[config.mk]
export PLATFORM = sky130hd
export DESIGN_NAME = hazard_scoreboard_flat
export DESIGN_NICKNAME = d
export VERILOG_FILES = /design/src/rtl/hazard_scoreboard_pkg.sv /design/src/rtl/hazard_scoreboard_if.sv /design/src/rtl/hazard_tag_slot.sv /design/src/rtl/hazard_scoreboard.sv /design/src/flat_wrapper.sv
export SDC_FILE = /design/constraint.sdc
export NUM_CORES = 1
export LEC_CHECK = 0
export BUFFER_PORTS_ARGS = -buffer_cell sky130_fd_sc_hd__buf_2
export CAP_MARGIN = 20
export CORE_MARGIN = 5
export CORE_UTILIZATION = 53
export CTS_CLUSTER_SIZE = 30
export DETAILED_ROUTE_END_ITERATION = 10
export GPL_ROUTABILITY_DRIVEN = 0
export PLACE_DENSITY = 0.74
export SLEW_MARGIN = 0
export SYNTH_ARGS = -nofsm -noshare
export SYNTH_HDL_FRONTEND = slang
export SYNTH_HIERARCHICAL = 1
export SYNTH_SLANG_ARGS = --single-unit
[constraint.sdc]
create_clock -name clk -period 2.9 [get_ports clk]
set_clock_uncertainty 0.05 [all_clocks]
set_input_delay 0.145 -clock clk [delete_from_list [all_inputs] [get_ports clk]]
set_output_delay 0.145 -clock clk [all_outputs]
set_load 0.03 [all_outputs]
[src/rtl/hazard_scoreboard_pkg.sv]
`default_nettype none
// ============================================================================
// Module      : hazard_scoreboard_pkg
// Description : Shared types and helpers for the pipeline hazard scoreboard:
//               forward-select encoding, shadow tag layout, hit detection.
// Revision    : 1.0 - initial release
// ============================================================================
package hazard_scoreboard_pkg;

    typedef enum logic [1:0] {
        FWD_RF  = 2'd0,
        FWD_EXE = 2'd1,
        FWD_MEM = 2'd2,
        FWD_WB  = 2'd3
    } fwd_sel_e;

    typedef struct packed {
        logic       v;
        logic       we;
        logic [4:0] dest;
        logic       ld;
    } tag_t;

    localparam int unsigned C_NUM_GPR = 32;
    localparam logic [1:0]  C_CNT_MAX = 2'd3;

    function automatic logic tag_hit(input tag_t t, input logic re, input logic [4:0] addr);
        return re && (addr != 5'd0) && t.v && t.we && (t.dest == addr);
    endfunction

    // Youngest in-flight producer wins.
    function automatic fwd_sel_e fwd_select(input logic re, input logic [4:0] addr,
                                            input tag_t e, input tag_t m, input tag_t w);
        if (tag_hit(e, re, addr))      return FWD_EXE;
        else if (tag_hit(m, re, addr)) return FWD_MEM;
        else if (tag_hit(w, re, addr)) return FWD_WB;
        else                           return FWD_RF;
    endfunction

endpackage
`default_nettype wire

[src/rtl/hazard_scoreboard_if.sv]
`default_nettype none
// ============================================================================
// Module      : hazard_scoreboard_if
// Description : Pipeline-side bundle between the core control and the
//               hazard scoreboard (ID operands, stage fires, hazard results).
// Revision    : 1.0 - initial release
// ============================================================================
interface hazard_scoreboard_if;

    logic        id_valid;
    logic [4:0]  id_raddr1;
    logic [4:0]  id_raddr2;
    logic        id_re1;
    logic        id_re2;
    logic        ds_fire;
    logic [4:0]  ds_dest;
    logic        ds_gr_we;
    logic        ds_is_load;
    logic        es_fire;
    logic        ms_fire;
    logic        ws_fire;
    logic        block_id;
    logic [1:0]  fwd_sel1;
    logic [1:0]  fwd_sel2;
    logic [31:0] sb_busy;
    logic [31:0] stall_cnt;
    logic        sb_overflow;

    modport master (
        output id_valid, id_raddr1, id_raddr2, id_re1, id_re2,
        output ds_fire, ds_dest, ds_gr_we, ds_is_load,
        output es_fire, ms_fire, ws_fire,
        input  block_id, fwd_sel1, fwd_sel2, sb_busy, stall_cnt, sb_overflow
    );

    modport slave (
        input  id_valid, id_raddr1, id_raddr2, id_re1, id_re2,
        input  ds_fire, ds_dest, ds_gr_we, ds_is_load,
        input  es_fire, ms_fire, ws_fire,
        output block_id, fwd_sel1, fwd_sel2, sb_busy, stall_cnt, sb_overflow
    );

endinterface
`default_nettype wire

[src/rtl/hazard_tag_slot.sv]
`default_nettype none
// ============================================================================
// Module      : hazard_tag_slot
// Description : One shadow tag register with load / clear-valid / hold.
// Revision    : 1.0 - initial release
// ============================================================================
module hazard_tag_slot
    import hazard_scoreboard_pkg::*;
(
    input  wire logic clk,
    input  wire logic reset,
    input  wire logic i_load,
    input  wire tag_t i_tag,
    input  wire logic i_clear,
    output tag_t      o_tag
);

    tag_t r_tag;

    // Load takes priority over clear: a slot refilled the same cycle it drains.
    always_ff @(posedge clk) begin
        if (reset) begin
            r_tag <= '0;
        end else if (i_load) begin
            r_tag <= i_tag;
        end else if (i_clear) begin
            r_tag.v <= 1'b0;
        end
    end

    assign o_tag = r_tag;

endmodule
`default_nettype wire

[src/rtl/hazard_scoreboard.sv]
`default_nettype none
// ============================================================================
// Module      : hazard_scoreboard
// Description : Tracks in-flight GPR writers across EXE/MEM/WB, produces
//               forward selects, load-use stall and per-GPR busy bits.
// Revision    : 1.0 - initial release
// ============================================================================
module hazard_scoreboard
    import hazard_scoreboard_pkg::*;
(
    input  wire logic          clk,
    input  wire logic          reset,
    hazard_scoreboard_if.slave sb
);

    tag_t        w_ds_tag;
    tag_t        w_tag_e;
    tag_t        w_tag_m;
    tag_t        w_tag_w;
    logic        w_block;
    logic [31:0] w_busy;
    logic [31:0] w_err;
    logic [31:0] r_stall_cnt;
    logic        r_overflow;
    logic        w_unused_w_ld;

    always_comb begin
        w_ds_tag      = '0;
        w_ds_tag.v    = 1'b1;
        w_ds_tag.we   = sb.ds_gr_we;
        w_ds_tag.dest = sb.ds_dest;
        w_ds_tag.ld   = sb.ds_is_load;
    end

    hazard_tag_slot u_slot_e (
        .clk     (clk),
        .reset   (reset),
        .i_load  (sb.ds_fire),
        .i_tag   (w_ds_tag),
        .i_clear (sb.es_fire),
        .o_tag   (w_tag_e)
    );

    hazard_tag_slot u_slot_m (
        .clk     (clk),
        .reset   (reset),
        .i_load  (sb.es_fire),
        .i_tag   (w_tag_e),
        .i_clear (sb.ms_fire),
        .o_tag   (w_tag_m)
    );

    hazard_tag_slot u_slot_w (
        .clk     (clk),
        .reset   (reset),
        .i_load  (sb.ms_fire),
        .i_tag   (w_tag_m),
        .i_clear (sb.ws_fire),
        .o_tag   (w_tag_w)
    );

    assign w_unused_w_ld = w_tag_w.ld;

    // Only a load still in EXE cannot forward in time; MEM/WB loads forward.
    assign w_block = sb.id_valid &
                     ((tag_hit(w_tag_e, sb.id_re1, sb.id_raddr1) & w_tag_e.ld) |
                      (tag_hit(w_tag_e, sb.id_re2, sb.id_raddr2) & w_tag_e.ld));

    assign sb.block_id = w_block;
    assign sb.fwd_sel1 = fwd_select(sb.id_re1, sb.id_raddr1, w_tag_e, w_tag_m, w_tag_w);
    assign sb.fwd_sel2 = fwd_select(sb.id_re2, sb.id_raddr2, w_tag_e, w_tag_m, w_tag_w);

    assign w_busy[0] = 1'b0;
    assign w_err[0]  = 1'b0;

    for (genvar r = 1; r < C_NUM_GPR; r++) begin : g_gpr
        logic       w_inc;
        logic       w_dec;
        logic [1:0] r_cnt;

        assign w_inc = sb.ds_fire & sb.ds_gr_we & (sb.ds_dest == 5'(r));
        assign w_dec = sb.ws_fire & w_tag_w.v & w_tag_w.we & (w_tag_w.dest == 5'(r));

        always_ff @(posedge clk) begin
            if (reset) begin
                r_cnt <= '0;
            end else if (w_inc && !w_dec && r_cnt != C_CNT_MAX) begin
                r_cnt <= r_cnt + 2'd1;
            end else if (w_dec && !w_inc && r_cnt != 2'd0) begin
                r_cnt <= r_cnt - 2'd1;
            end
        end

        assign w_err[r]  = (w_inc & ~w_dec & (r_cnt == C_CNT_MAX)) |
                           (w_dec & ~w_inc & (r_cnt == 2'd0));
        assign w_busy[r] = |r_cnt;
    end

    always_ff @(posedge clk) begin
        if (reset) begin
            r_overflow  <= 1'b0;
            r_stall_cnt <= '0;
        end else begin
            r_overflow <= r_overflow | (|w_err);
            if (w_block && r_stall_cnt != 32'hFFFF_FFFF) begin
                r_stall_cnt <= r_stall_cnt + 32'd1;
            end
        end
    end

    assign sb.sb_busy     = w_busy;
    assign sb.stall_cnt   = r_stall_cnt;
    assign sb.sb_overflow = r_overflow;

endmodule
`default_nettype wire

[src/flat_wrapper.sv]
// flat-port wrapper written by rule: the top's interface ports become plain ports
module hazard_scoreboard_flat import hazard_scoreboard_pkg::*;
  (clk, reset, sb_id_valid, sb_id_raddr1, sb_id_raddr2, sb_id_re1, sb_id_re2, sb_ds_fire, sb_ds_dest, sb_ds_gr_we, sb_ds_is_load, sb_es_fire, sb_ms_fire, sb_ws_fire, sb_block_id, sb_fwd_sel1, sb_fwd_sel2, sb_sb_busy, sb_stall_cnt, sb_sb_overflow);
  hazard_scoreboard_if sb_i ();
  input  wire logic clk;
  input  wire logic reset;
  input wire logic [$bits(sb_i.id_valid)-1:0] sb_id_valid;
  input wire logic [$bits(sb_i.id_raddr1)-1:0] sb_id_raddr1;
  input wire logic [$bits(sb_i.id_raddr2)-1:0] sb_id_raddr2;
  input wire logic [$bits(sb_i.id_re1)-1:0] sb_id_re1;
  input wire logic [$bits(sb_i.id_re2)-1:0] sb_id_re2;
  input wire logic [$bits(sb_i.ds_fire)-1:0] sb_ds_fire;
  input wire logic [$bits(sb_i.ds_dest)-1:0] sb_ds_dest;
  input wire logic [$bits(sb_i.ds_gr_we)-1:0] sb_ds_gr_we;
  input wire logic [$bits(sb_i.ds_is_load)-1:0] sb_ds_is_load;
  input wire logic [$bits(sb_i.es_fire)-1:0] sb_es_fire;
  input wire logic [$bits(sb_i.ms_fire)-1:0] sb_ms_fire;
  input wire logic [$bits(sb_i.ws_fire)-1:0] sb_ws_fire;
  output wire logic [$bits(sb_i.block_id)-1:0] sb_block_id;
  output wire logic [$bits(sb_i.fwd_sel1)-1:0] sb_fwd_sel1;
  output wire logic [$bits(sb_i.fwd_sel2)-1:0] sb_fwd_sel2;
  output wire logic [$bits(sb_i.sb_busy)-1:0] sb_sb_busy;
  output wire logic [$bits(sb_i.stall_cnt)-1:0] sb_stall_cnt;
  output wire logic [$bits(sb_i.sb_overflow)-1:0] sb_sb_overflow;
  assign sb_i.id_valid = sb_id_valid;
  assign sb_i.id_raddr1 = sb_id_raddr1;
  assign sb_i.id_raddr2 = sb_id_raddr2;
  assign sb_i.id_re1 = sb_id_re1;
  assign sb_i.id_re2 = sb_id_re2;
  assign sb_i.ds_fire = sb_ds_fire;
  assign sb_i.ds_dest = sb_ds_dest;
  assign sb_i.ds_gr_we = sb_ds_gr_we;
  assign sb_i.ds_is_load = sb_ds_is_load;
  assign sb_i.es_fire = sb_es_fire;
  assign sb_i.ms_fire = sb_ms_fire;
  assign sb_i.ws_fire = sb_ws_fire;
  assign sb_block_id = sb_i.block_id;
  assign sb_fwd_sel1 = sb_i.fwd_sel1;
  assign sb_fwd_sel2 = sb_i.fwd_sel2;
  assign sb_sb_busy = sb_i.sb_busy;
  assign sb_stall_cnt = sb_i.stall_cnt;
  assign sb_sb_overflow = sb_i.sb_overflow;
  hazard_scoreboard u_core (.clk(clk), .reset(reset), .sb(sb_i));
endmodule
# After elaboration in Yosys (flattened, before gate mapping)
# Cells that the tools add are included.
[word_totals]
reg_bits = 117
output_inout_bits = 70
word_cells = 935
[op_classes]
add_sub_neg = 63
n_eq_ne = 131
muxes = 74
bitwise = 287
n_reduce_logical = 337
[ops]
columns = ["operator", "n"]
rows = [
  ["1-bit AND", 192],
  ["5-bit equality test, second input constant", 32],
  ["1-bit logical AND", 145],
  ["2-bit 2-to-1 mux", 68],
  ["2-bit nonzero test", 65],
  ["5-bit by 4-bit equality test with 1-bit output, second input constant", 16],
  ["2-bit by 1-bit adder with 2-bit output, second input constant", 31],
  ["2-bit equality test, second input constant", 31],
  ["1-bit logical NOT", 62],
  ["2-bit logical NOT", 31],
  ["2-bit != test, second input constant", 31],
  ["1-bit NOT", 62],
  ["2-bit OR reduction", 31],
  ["2-bit by 1-bit subtractor with 2-bit output, second input constant", 31],
  ["5-bit by 3-bit equality test with 1-bit output, second input constant", 8],
  ["1-bit bitwise OR", 33],
  ["32-bit by 1-bit adder with 32-bit output, second input constant", 1],
  ["32-bit != test, second input constant", 1],
  ["31-bit OR reduction", 1],
  ["5-bit equality test", 6],
  ["5-bit by 2-bit equality test with 1-bit output, second input constant", 4],
  ["5-bit by 1-bit equality test with 1-bit output, second input constant", 2],
  ["5-bit nonzero test", 2],
  ["1-bit 2-to-1 mux", 6],
]

# Longest topological paths before layout
[logic_depth]
ltp_word = 9
ltp_mapped = 8
depth_no_buf = 7

# Cells and area by module
# The synthesis kept the hierarchy.
[by_module_without_submodules]
columns = ["module", "instances", "cells_each", "area_each_um2", "seq_area_each_um2"]
rows = [
  ["hazard_scoreboard", 1, 951, 7104.3, 1901.8],
  ["hazard_tag_slot", 3, 27, 289.0, 160.2],
]

# Worst setup path before layout
# Ideal clock, no wire load.
[synth_path]
path_kind = "register -> register"
from = "reg u_core.r_stall_cnt[2], in the netlist u_core/sb.stall_cnt[2]"
to = "reg u_core.r_stall_cnt[29], in the netlist u_core/sb.stall_cnt[29]"
arrival_ns = 2.191
required_time_ns = 2.780
setup_slack_ns = 0.589
path_stages_with_launch = 7
path_cell_list = "dfxtp_1 nand4_1 nor4_2 o2111ai_2 buf_2 or4_1 a21oi_1"
[synth_via]
elab_chain_cells = 2
elab_cells_between_ends = 3
[synth_lines]
columns = ["element", "line_no", "text"]
rows = [
  ["start, declared", "hazard_scoreboard.sv:23", "logic [31:0] r_stall_cnt;"],
  ["start signal, assigned", "hazard_scoreboard.sv:106", "r_stall_cnt <= r_stall_cnt + 32'd1;"],
  ["branches (longest 2 deep; another with 32-bit by 1-bit adder with 32-bit output)", "--", ""],
]
# Several ways; the timed one is not identified.
# A chain may end at the register's enable or synchronous reset.

# Worst setup path in the final report
[layout_path]
from = "reg u_core.u_slot_w.r_tag (netlist bit u_core/u_slot_w/o_tag[7])"
to = "reg u_core.r_overflow, in the netlist u_core/sb.sb_overflow"
[layout_via]
elab_chain_cells = 9
elab_cells_between_ends = 221
[layout_lines]
columns = ["element", "line_no", "text"]
rows = [
  ["start, declared", "hazard_tag_slot.sv:18", "tag_t r_tag;"],
  ["start signal, assigned", "hazard_tag_slot.sv:25", "r_tag <= i_tag;"],
  ["1-bit AND (*) (2 in series)", "hazard_scoreboard.sv:82", "assign w_dec = sb.ws_fire & w_tag_w.v & w_tag_w.we & (w_tag_w.dest == 5'(r));"],
  ["1-bit AND", "hazard_scoreboard.sv:82", ""],
  ["1-bit NOT", "hazard_scoreboard.sv:94", "assign w_err[r] = (w_inc & ~w_dec & (r_cnt == C_CNT_MAX)) |"],
  ["1-bit AND (2 in series)", "hazard_scoreboard.sv:94", ""],
  ["1-bit bitwise OR", "hazard_scoreboard.sv:94", ""],
  ["31-bit OR reduction (*)", "hazard_scoreboard.sv:104", "r_overflow <= r_overflow | (|w_err);"],
  ["1-bit bitwise OR (*)", "hazard_scoreboard.sv:104", ""],
  ["end signal, assigned", "hazard_scoreboard.sv:104", ""],
  ["end, declared", "hazard_scoreboard.sv:24", "logic r_overflow;"],
]
# Mark *: on every way between the ends. The rest lies on a longest branch, timed or not.

==> tab_implementation.tex <==
\begin{tabular}{lr}
\hline
Metric & Value \\
\hline
\multicolumn{2}{l}{\textbf{Power}} \\
Flop pwr share & 0.404 \\
Switching power of the nets & 0.9765 mW \\
Leakage power figure & 3.497 nW \\
Net Sw Frac & 0.2402 \\
PnR Total Power & 4.065 mW \\
Internal portion of total power & 3.088 mW \\
Power Density & 440.1 nW/um2 \\
Combinational share of power & 0.066 \\
Fraction of power consumed by the clock network & 0.530 \\
Maximum ir drop on the vdd rail & 0.4229 mV \\
\multicolumn{2}{l}{\textbf{Hold path}} \\
Type of the tightest min-delay check & in2reg \\
\multicolumn{2}{l}{\textbf{Worst setup path}} \\
Buffering stage count on the worst path with inverters included & 0 \\
Critical Path End Type & flip-flop \\
CP Data Arrival Time & 2.88 ns \\
Critical Path Slowest Stage Cell & sky130\_fd\_sc\_hd\_\_dfxtp\_1 \\
Start-to-end type of the worst setup path & reg2reg \\
Chain of cells forming the critical path & nor4bb\_1, a2111oi\_1, a32o\_1, or4\_1, nor4\_1, a31oi\_1 \\
Crit path launch type & flip-flop \\
Highest fanout seen on the critical path & 14 \\
CP max stage delay & 0.55 ns \\
Gate family responsible for the most delay along the worst path & simple AND/OR/NAND/NOR gates \\
Required arrival time at the worst endpoint & 3.14 ns \\
\multicolumn{2}{l}{\textbf{STA}} \\
Least-Margin Pin Slew & 0.9845 ns \\
Final Cycle Share & 0.9100 \\
Fin. max-slew vios & 0 \\
RSZ-0062 raised after global routing & no \\
Highest attainable clock frequency & 378.9 MHz \\
Number of hold violations in the final report & 0 \\
Slew HR & 0.3267 \\
Number of endpoints failing setup at the final stage & 0 \\
Setup TNS & 0 ns \\
Period minus WS final & 2.639 ns \\
\multicolumn{2}{l}{\textbf{Clock network}} \\
Clock Latency Late Sink & 0.43 ns \\
H-tree levels & 4 \\
Clock transition at path regs & 0.06 ns \\
Number of CTS-inserted buffers & 17 \\
TritonCTS clock tree & done \\
Clock root buffer & sky130\_fd\_sc\_hd\_\_clkbuf\_16 \\
Sinks on the clock net & 117 \\
Post-cts sizing count & 0 \\
Buffers from clock root to sink, at most & 2 \\
\multicolumn{2}{l}{\textbf{Drt}} \\
Number of optimization iterations in the first detailed-route pass & 5 \\
DRC violation total after the first TritonRoute iteration & 863 \\
Post-detailed-route count of antenna-violating nets & 0 \\
Residual DRC & 0 \\
Total via count in the routed design & 8304 \\
Avg Vias per Cell & 6.315 \\
Wire length per cell & 18.14 um \\
Detailed Route WL & 23.85 mm \\
\multicolumn{2}{l}{\textbf{Global routing}} \\
Vias in the first global route & 7422 \\
Total congestion overflow after global routing & 0 \\
Met1 Use GR & 0.3503 \\
Layer with the highest usage & met2 \\
Number of antenna violations at the first check in global routing & 0 \\
Routing usage on met3 & 0.07061 \\
Maximum number of pins on one net before global-route repair & 79 \\
First-pass GRT wire length & 37.99 mm \\
Total track usage & 0.2643 \\
Met2 Usage GRT & 0.4163 \\
\multicolumn{2}{l}{\textbf{Placement}} \\
Port-buffer cells & 94 \\
Placed instance area & 8606 um2 \\
Count of placed standard cells including taps & 1280 \\
Post-DP HPWL & 17.31 mm \\
\multicolumn{2}{l}{\textbf{Floorplan}} \\
Standard-cell rows & 44 \\
Vert. Die Dim & 132.1 um \\
Die Footprint & 17460 um2 \\
Core ar. & 14590 um2 \\
Total I/O pin count & 96 \\
Initial standard-cell utilization of the core & 0.5418 \\
Die Span X & 132.1 um \\
\multicolumn{2}{l}{\textbf{Cells and area}} \\
Final non-filler cell area & 9236 um2 \\
Storage element area & 2342 um2 \\
Filler cell count in the final layout & 1304 \\
Multi-input gate area in the final layout & 5135 um2 \\
Layout overhead on the synthesized area & 16.86\% \\
Non-filler instance count after layout & 1315 \\
Utilization after layout & 0.6331 \\
Share of final-layout standard cells stronger than drive strength 1 & 0.1795 \\
Count of inserted antenna diode cells & 0 \\
Fin nets & 1145 \\
\multicolumn{2}{l}{\textbf{Logic synthesis}} \\
Synthesized instance count & 1026 \\
Synth Cell Area & 7904 um2 \\
Syn nets & 1053 \\
Total number of yosys warnings & 6 \\
Syn Area/Cell & 7.704 um2 \\
\multicolumn{2}{l}{\textbf{Run}} \\
Max\_cap viols & 0 \\
\multicolumn{2}{l}{\textbf{Status}} \\
Outcome & complete, no violations \\
\hline
\end{tabular}
[power groups by stage]
| stage | Combinational (mW) | Clock, mW | Sequential [mW] |
|---|---|---|---|
| 6_report | 0.266 | 2.15 | 1.64 |
| 5_1_grt | 0.286 | 2.26 | 1.65 |
| 4_1_cts | 0.261 | 2.19 | 1.64 |
| 3_5_place_dp | 0.256 | 0 | 1.68 |
| 3_3_place_gp | 0.253 | 0 | 1.68 |
| 2_1_floorplan | 0.176 | 0 | 1.67 |
[layer usage]
metal / wire length [um] / vias to the layer above
li1: - / 4006
met1: 10320 / 3867
met2: 10890 / 380
met3: 2037 / 51
met4: 602 / 0
met5: 0 / -
[worst paths after layout]
kind / slack [ns] / from / to / depth (start not counted)
hold reg to reg: 0.43 / u_core/u_slot_e/o_tag[7]$_SDFFE_PP0P_ / u_core/u_slot_m/o_tag[7]$_SDFFE_PP0P_ / 2
hold / removal: 0.03 / sb_es_fire / u_core/u_slot_m/o_tag[7]$_SDFFE_PP0P_ / 3
setup / recovery: 0.26 / u_core/u_slot_w/o_tag[7]$_SDFFE_PP0P_ / u_core/sb.sb_overflow$_SDFF_PP0_ / 6
setup reg to reg: 0.26 / u_core/u_slot_w/o_tag[7]$_SDFFE_PP0P_ / u_core/sb.sb_overflow$_SDFF_PP0_ / 6
[through the flow]
| step | setup WS [ns] | hold slack (ns) |
|---|---|---|
| 2_1_floorplan | 0.5889 | 0.2422 |
| 3_3_place_gp | 0.3785 | 0.3502 |
| 3_5_place_dp | 0.3549 | 0.3507 |
| 4_1_cts | 0.3278 | 0.009495 |
| 5_1_grt | 0.1652 | 0.02732 |
| 6_report | 0.2609 | 0.03301 |
[registers in the layout (all words and copies together) (netlist names)]
signal / flops
u_core/u_slot_w/o_tag: 7
u_core/sb.sb_overflow: 1
u_core/sb.stall_cnt: 32
u_core/u_slot_m/o_tag: 7
u_core/u_slot_e/o_tag: 8
u_core/g_gpr.r_cnt: 62
[worst reg2reg max path, cell delays in order, from the launching register on]
cell	delay, ns
sky130_fd_sc_hd__dfxtp_1	0.55
sky130_fd_sc_hd__nor4bb_1	0.44
sky130_fd_sc_hd__a2111oi_1	0.20
sky130_fd_sc_hd__a32o_1	0.30
sky130_fd_sc_hd__or4_1	0.53
sky130_fd_sc_hd__nor4_1	0.31
sky130_fd_sc_hd__a31oi_1	0.13
[cells in the final DEF, fill, tap and decap left out, drive strengths merged, types with 11 or more instances in the layout]
| cell | n |
|---|---|
| buf | 130 |
| dfxtp | 117 |
| nand2 | 103 |
| nor2 | 87 |
| o21ai | 84 |
| a21oi | 73 |
| nand3 | 41 |
| inv | 39 |
| xnor2 | 25 |
| or2 | 25 |
| a2111oi | 22 |
| mux2i | 20 |
| clkbuf | 20 |
| nor2b | 19 |
| nor4 | 19 |
| or3 | 18 |
| nand4 | 18 |
| o21a | 17 |
| o211ai | 17 |
| or4 | 16 |
| a211oi | 15 |
| mux2 | 15 |
| nand2b | 14 |
| o2111ai | 13 |
| and2 | 12 |
| and3 | 11 |
[area by class of cell]
cell class              instances  share of cell area
clock buffers                  20             0.04836
clock inverters                12             0.01666
inverters                      38             0.01544
multi-input cells             811              0.5559
flip-flops and latches        117              0.2536
well taps                     184             0.02493
repair buffers                133             0.08507
[what timing repair did]
action	in CTS	in global routing
hold buffers	3	0
buffers inserted	0	0
hold endpoints to repair	3	0
Power figures use the tool's default switching activity.
